`src/rtl/mem_arbiter.sv`:
```
// mem_arbiter: two-requester (instruction fetch / load-store) arbiter in front
// of a single-port memory with a fixed read latency. Only one transaction is
// in flight at a time; every output is registered.
//
// Optional feature: define MEM_ARB_ROUND_ROBIN_EN to arbitrate contention by
// round robin (grant whoever was not granted last). With the macro undefined,
// data requests always win over fetch and no pointer register is built.
module mem_arbiter #(
   parameter int ADDR_WIDTH = 32,
   parameter int RD_LATENCY = 2
) (
   input  logic                  clk,
   input  logic                  reset_n,
   input  logic                  if_req,
   input  logic [ADDR_WIDTH-1:0] if_addr,
   output logic                  if_gnt,
   output logic                  if_rvalid,
   output logic [31:0]           if_rdata,
   input  logic                  d_req,
   input  logic                  d_we,
   input  logic [ADDR_WIDTH-1:0] d_addr,
   input  logic [31:0]           d_wdata,
   output logic                  d_gnt,
   output logic                  d_rvalid,
   output logic [31:0]           d_rdata,
   output logic [ADDR_WIDTH-1:0] out_mem_addr,
   output logic [31:0]           out_data,
   output logic                  mem_rd,
   output logic                  mem_wr,
   input  logic [31:0]           in_data
);

   typedef enum logic [1:0] {
      IDLE    = 2'd0,
      RD_WAIT = 2'd1,
      RESP    = 2'd2
   } state_t;

   // Wait-counter load value: RD_WAIT lasts RD_LATENCY cycles, counting down to 0.
   localparam logic [2:0] LAT_LOAD = 3'(RD_LATENCY - 1);

   state_t     state_r;
   logic [2:0] wait_cnt_r;
   logic       owner_d_r;   // 1: current transaction belongs to the data port
   logic       write_r;     // 1: current transaction is a store
   logic       ready_r;     // keeps the first edge after reset release issue-free
   logic       pick_d_s;    // arbitration result for this cycle

`ifdef MEM_ARB_ROUND_ROBIN_EN
   logic       last_d_r;    // 1: data port was granted last, 0: fetch was
`endif

   // Arbitration: choose which requester would be served if the FSM issues now.
   always_comb begin
      pick_d_s = 1'b0;
`ifdef MEM_ARB_ROUND_ROBIN_EN
      if (d_req && if_req) begin
         pick_d_s = ~last_d_r;
      end else if (d_req) begin
         pick_d_s = 1'b1;
      end else begin
         pick_d_s = 1'b0;
      end
`else
      if (d_req) begin
         pick_d_s = 1'b1;
      end else begin
         pick_d_s = 1'b0;
      end
`endif
   end

   // Transaction FSM with registered strobes, grants, completions and read data.
   always_ff @(posedge clk or negedge reset_n) begin
      if (!reset_n) begin
         state_r      <= IDLE;
         wait_cnt_r   <= 3'd0;
         owner_d_r    <= 1'b0;
         write_r      <= 1'b0;
         ready_r      <= 1'b0;
         if_gnt       <= 1'b0;
         d_gnt        <= 1'b0;
         if_rvalid    <= 1'b0;
         d_rvalid     <= 1'b0;
         mem_rd       <= 1'b0;
         mem_wr       <= 1'b0;
         out_mem_addr <= '0;
         out_data     <= 32'd0;
         if_rdata     <= 32'd0;
         d_rdata      <= 32'd0;
`ifdef MEM_ARB_ROUND_ROBIN_EN
         last_d_r     <= 1'b0;
`endif
      end else begin
         // Pulse outputs default low; the cases below raise them for one cycle.
         ready_r   <= 1'b1;
         if_gnt    <= 1'b0;
         d_gnt     <= 1'b0;
         if_rvalid <= 1'b0;
         d_rvalid  <= 1'b0;
         mem_rd    <= 1'b0;
         mem_wr    <= 1'b0;
         case (state_r)
            IDLE: begin
               if (ready_r && (if_req || d_req)) begin
                  owner_d_r <= pick_d_s;
`ifdef MEM_ARB_ROUND_ROBIN_EN
                  last_d_r  <= pick_d_s;
`endif
                  if (pick_d_s) begin
                     d_gnt        <= 1'b1;
                     out_mem_addr <= d_addr;
                     if (d_we) begin
                        mem_wr   <= 1'b1;
                        out_data <= d_wdata;
                        write_r  <= 1'b1;
                        state_r  <= RESP;
                     end else begin
                        mem_rd     <= 1'b1;
                        write_r    <= 1'b0;
                        wait_cnt_r <= LAT_LOAD;
                        state_r    <= RD_WAIT;
                     end
                  end else begin
                     if_gnt       <= 1'b1;
                     out_mem_addr <= if_addr;
                     mem_rd       <= 1'b1;
                     write_r      <= 1'b0;
                     wait_cnt_r   <= LAT_LOAD;
                     state_r      <= RD_WAIT;
                  end
               end else begin
                  state_r <= IDLE;
               end
            end
            RD_WAIT: begin
               if (wait_cnt_r == 3'd0) begin
                  state_r <= RESP;
               end else begin
                  wait_cnt_r <= wait_cnt_r - 3'd1;
               end
            end
            RESP: begin
               // Memory data is valid during this cycle for reads; stores just ack.
               if (write_r) begin
                  d_rvalid <= 1'b1;
               end else if (owner_d_r) begin
                  d_rvalid <= 1'b1;
                  d_rdata  <= in_data;
               end else begin
                  if_rvalid <= 1'b1;
                  if_rdata  <= in_data;
               end
               state_r <= IDLE;
            end
            default: begin
               state_r    <= IDLE;
               wait_cnt_r <= 3'd0;
            end
         endcase
      end
   end

endmodule
```
`config.mk`:
```
export PLATFORM = sky130hd
export DESIGN_NAME = mem_arbiter
export DESIGN_NICKNAME = d
export VERILOG_FILES = /design/src/rtl/mem_arbiter.sv
export SDC_FILE = /design/constraint.sdc
export NUM_CORES = 1
export LEC_CHECK = 0
export CAP_MARGIN = 30
export CELL_PAD_IN_SITES_DETAIL_PLACEMENT = 0
export CELL_PAD_IN_SITES_GLOBAL_PLACEMENT = 1
export CORE_AREA = 2 2 143 131
export DETAILED_ROUTE_END_ITERATION = 10
export DIE_AREA = 0 0 145 133
export GPL_TIMING_DRIVEN = 0
export HOLD_SLACK_MARGIN = 0.05
export PLACE_DENSITY_LB_ADDON = 0.05
export SLEW_MARGIN = 15
export SYNTH_ARGS = -nofsm -noshare
export SYNTH_HDL_FRONTEND = slang
export SYNTH_SLANG_ARGS = --single-unit
```
`constraint.sdc`:
```
create_clock -name clk -period 1.82 [get_ports clk]
set_input_delay 0.182 -clock clk [delete_from_list [all_inputs] [get_ports clk]]
set_output_delay 0.182 -clock clk [all_outputs]
set_load 0.01 [all_outputs]
```
==> flow_summary.toml <==
[status]
status = "completed"

[critical_path]
cp_max_fo = 10
startpoint = "state_r[0]$_DFFE_PN0P_"
r2r_end = "d_rdata[5]$_DFFE_PN0P_"
cpMostUsedCell = "buf_4"
r2r_setup_slack_ns = 0.1
rr_worst_depth = 5
crit_path_top_delay_cell = "dfrtp_1"
crit_path_start_kind = "flop"
r2r-start = "state_r[0]$_DFFE_PN0P_"
path_cells = "buf_2 -> nor4b_4 -> buf_4 -> buf_4 -> mux2_2"
critPathCapture = "d_rdata[5]$_DFFE_PN0P_"
endpoint_kind = "flop"
critPathMaxStageDelay_ns = 0.40
crit_arrival_ns = 2.01
path_class = "reg2reg"
cp.required_ns = 2.11

[die]
fp.dieW_um = 145
initial_core_util_pct = 31.3
die_area_mm2 = 0.0193
rows = 47
placeableCoreArea_mm2 = 0.0179
ios = 267
die_h_um = 133

[detailed_routing]
first_pass_iters = 4
dr_total_vias = 4186
drc_errors = 0
ant_nets = 0
drtIter0Drc = 150
via_per_inst = 4.45
routed_wl_um = 15200
post_drt_wl_per_cell_um = 16.2

[synth]
synthDistinctLibCells = 29
syn_area_mm2 = 0.00562
synth_top_area_share_pct = 63.3
synth_warnings = 0
ys_seq_elements = 142
synth_top_area_cell = "dfrtp_1"
synthesis.nets = 527
yosys-top-cells-area = "dfrtp_1 (63%), mux2_2 (19%), mux2i_1 (5.7%), o21ai_0 (3.3%), nand2_1 (2.3%)"
avgSynthCellArea_um2 = 14.3
yosysSeqAreaShare_pct = 63.3
syn_inst = 392

[sta]
finalHoldViolations = 0
max_freq_mhz = 581
rsz0062_at_grt = "yes"
min_period_ns = 1.72
finalMaxSlewViolations = 0
clock_skew_ns = 0.0101
tightest_slew_ns = 0.662
period_share_pct = 94.5
layout_setup_ws_ns = 0.0998
setup_violations = 0
max-slew-margin-rel_pct = 55.4

[clock_network]
cts_tree = "built"
clock_latency_ns = 0.41
htreeDepth = 4
max-clock-path-buffers = 2
cts_buffers = 17
cts.sinks = 142
cts_root_buf = "clkbuf_16"
path_clk_slew_ns = 0.06

[power_and_ir_drop]
ir_drop_mv = 0.749
leakage_uw = 0.00393
powerDensity_mw_per_mm2 = 1620

[place]
dp_hpwl_um = 11400
gp_congestion = 0.735
io_buffer_count = 266
place_ws_ns = -0.172
dp_cells = 904

[finish]
stdcell_count = 940
diodes = 0
utilization_pct = 51.2
area_delta_synth_final_pct = 63.6
nets = 818
layout-drive-gt1-share_pct = 21.4

[global_routing]
grt_overflow_total = 0
grt_antenna_before_repair = 0
grt_max_degree = 105
grt_pass1_vias = 4491
grtUsageTotal_pct = 16.4
grt_pass1_wl_um = 24600

[run]
maxCapViolations = 0

[worst_hold_path]
hold_path.class = "in2async"
==> stage by stage <==
stage / TNS (ns) / hold WS (ns) / instance area [µm²] / power [µW]
floorplan: 0 / -0.114 / 5620 / 8000
global placement: -731.69 / 0.461 / 8590 / 11800
detailed placement: -8.05 / 0.0828 / 8620 / 12000
CTS: 0 / 0.244 / 9160 / 15100
global route: -0.00732 / 0.248 / 9190 / 15900
finish: 0 / 0.240 / 9190 / 14900
==> logic make-up (layout without fill, tap and decap cells) <==
kind of cell	count (synthesis)	in the layout	share of synthesized area (%)
AND/OR/NAND/NOR	47	47	4.19
AO/OA/AOI/OAI	44	44	4.17
buffers and inverters	28	331	2.92
flip-flops	142	142	63.3
multiplexers	128	128	24.9
other	1	1	0.0668
adder cells (fa/ha/maj)	2	2	0.445
==> report_power, final <==
part | leakage, µW | switching, µW | internal [µW]
logic | 0.00196 | 2450 | 3910
clock network | 0.000250 | 1240 | 1790
registers | 0.00173 | 787 | 4690
total | 0.00393 | 4480 | 10400
==> layout make-up <==
cell class	instances	area, µm²
clock buffers	24	472
inverters	6	22.5
well taps	245	307
clock inverters	7	40.0
fillers	1563	8750
plain buffers	22	146
repair buffers	272	2740
flip-flops and latches	142	3550
multi-input cells	222	1910
==> registers in the layout, summed over array words and instances (netlist names) <==
register and cells:
if_rdata 32, if_gnt 1, wait_cnt_r 3, if_rvalid 1, mem_rd 1, write_r 1, owner_d_r 1, d_rvalid 1
d_rdata 32, out_mem_addr 32, mem_wr 1, out_data 32, ready_r 1, state_r 2, d_gnt 1
==> how the worst min path moves through the flow <==
stage | cells after the start | end | slack [ns]
2_1_floorplan | 0 | d_gnt$_DFF_PN0_ | -0.11
3_3_place_gp | 2 | out_mem_addr[6]$_DFFE_PN0P_ | 0.46
3_5_place_dp | 1 | if_rvalid$_DFF_PN0_ | 0.08
4_1_cts | 2 | if_rvalid$_DFF_PN0_ | 0.24
5_1_grt | 2 | if_rdata[28]$_DFFE_PN0P_ | 0.25
6_report | 2 | if_rdata[28]$_DFFE_PN0P_ | 0.24
==> critical path, delay by kind of cell, from the launching register on <==
kind / cells / cell delay, ns
buffers and inverters: 3 / 0.60
DFF: 1 / 0.40
and+or+nand+nor: 1 / 0.25
muxes: 1 / 0.35
==> layout by cell type (no fill, tap or decap), types with 3 or more instances in the layout <==
| cell | n |
|---|---|
| dfrtp_1 | 142 |
| buf_4 | 10 |
| buf_2 | 9 |
| inv_1 | 5 |
| o21ai_0 | 36 |
| mux2_2 | 93 |
| clkbuf_16 | 17 |
| nand2_1 | 34 |
| buf_6 | 4 |
| clkdlybuf4s50_1 | 265 |
| clkinv_2 | 5 |
| mux2_1 | 3 |
| clkbuf_1 | 8 |
| mux2i_1 | 32 |
==> cell usage after synthesis, drive strengths merged <==
cell	count
a31oi	1
conb	1
o21ai	37
and2	1
mux2	96
nor2	2
nor2b	2
mux2i	32
a31o	1
a21o	2
a22oi	1
buf	18
nor4b	1
dfrtp	142
a21oi	1
nor4	1
and3	1
clkbuf	4
nor3	1
nand3	2
nand2	34
nor3b	2
ha	2
o22ai	1
inv	6
==> timing repair <==
action | in CTS | in global routing
cloned | 0 | 0
endpoints found under the hold margin | 38 | 0
pin swaps | 2 | 1
buffers inserted | 2 | 2
setup endpoints to repair | 98 | 85
hold buffers | 1 | 0
resized for setup | 1 | 6
==> per-layer routing <==
layer | vias up | track usage, % | routed length, µm
met5 | - | 0 | 0
met4 | 0 | 4.46 | 218
met3 | 14 | 8.07 | 1380
met2 | 161 | 26.6 | 7300
met1 | 2069 | 19.4 | 6280
li1 | 1942 | - | -
Note: power is estimated with default switching activity, not from simulation.
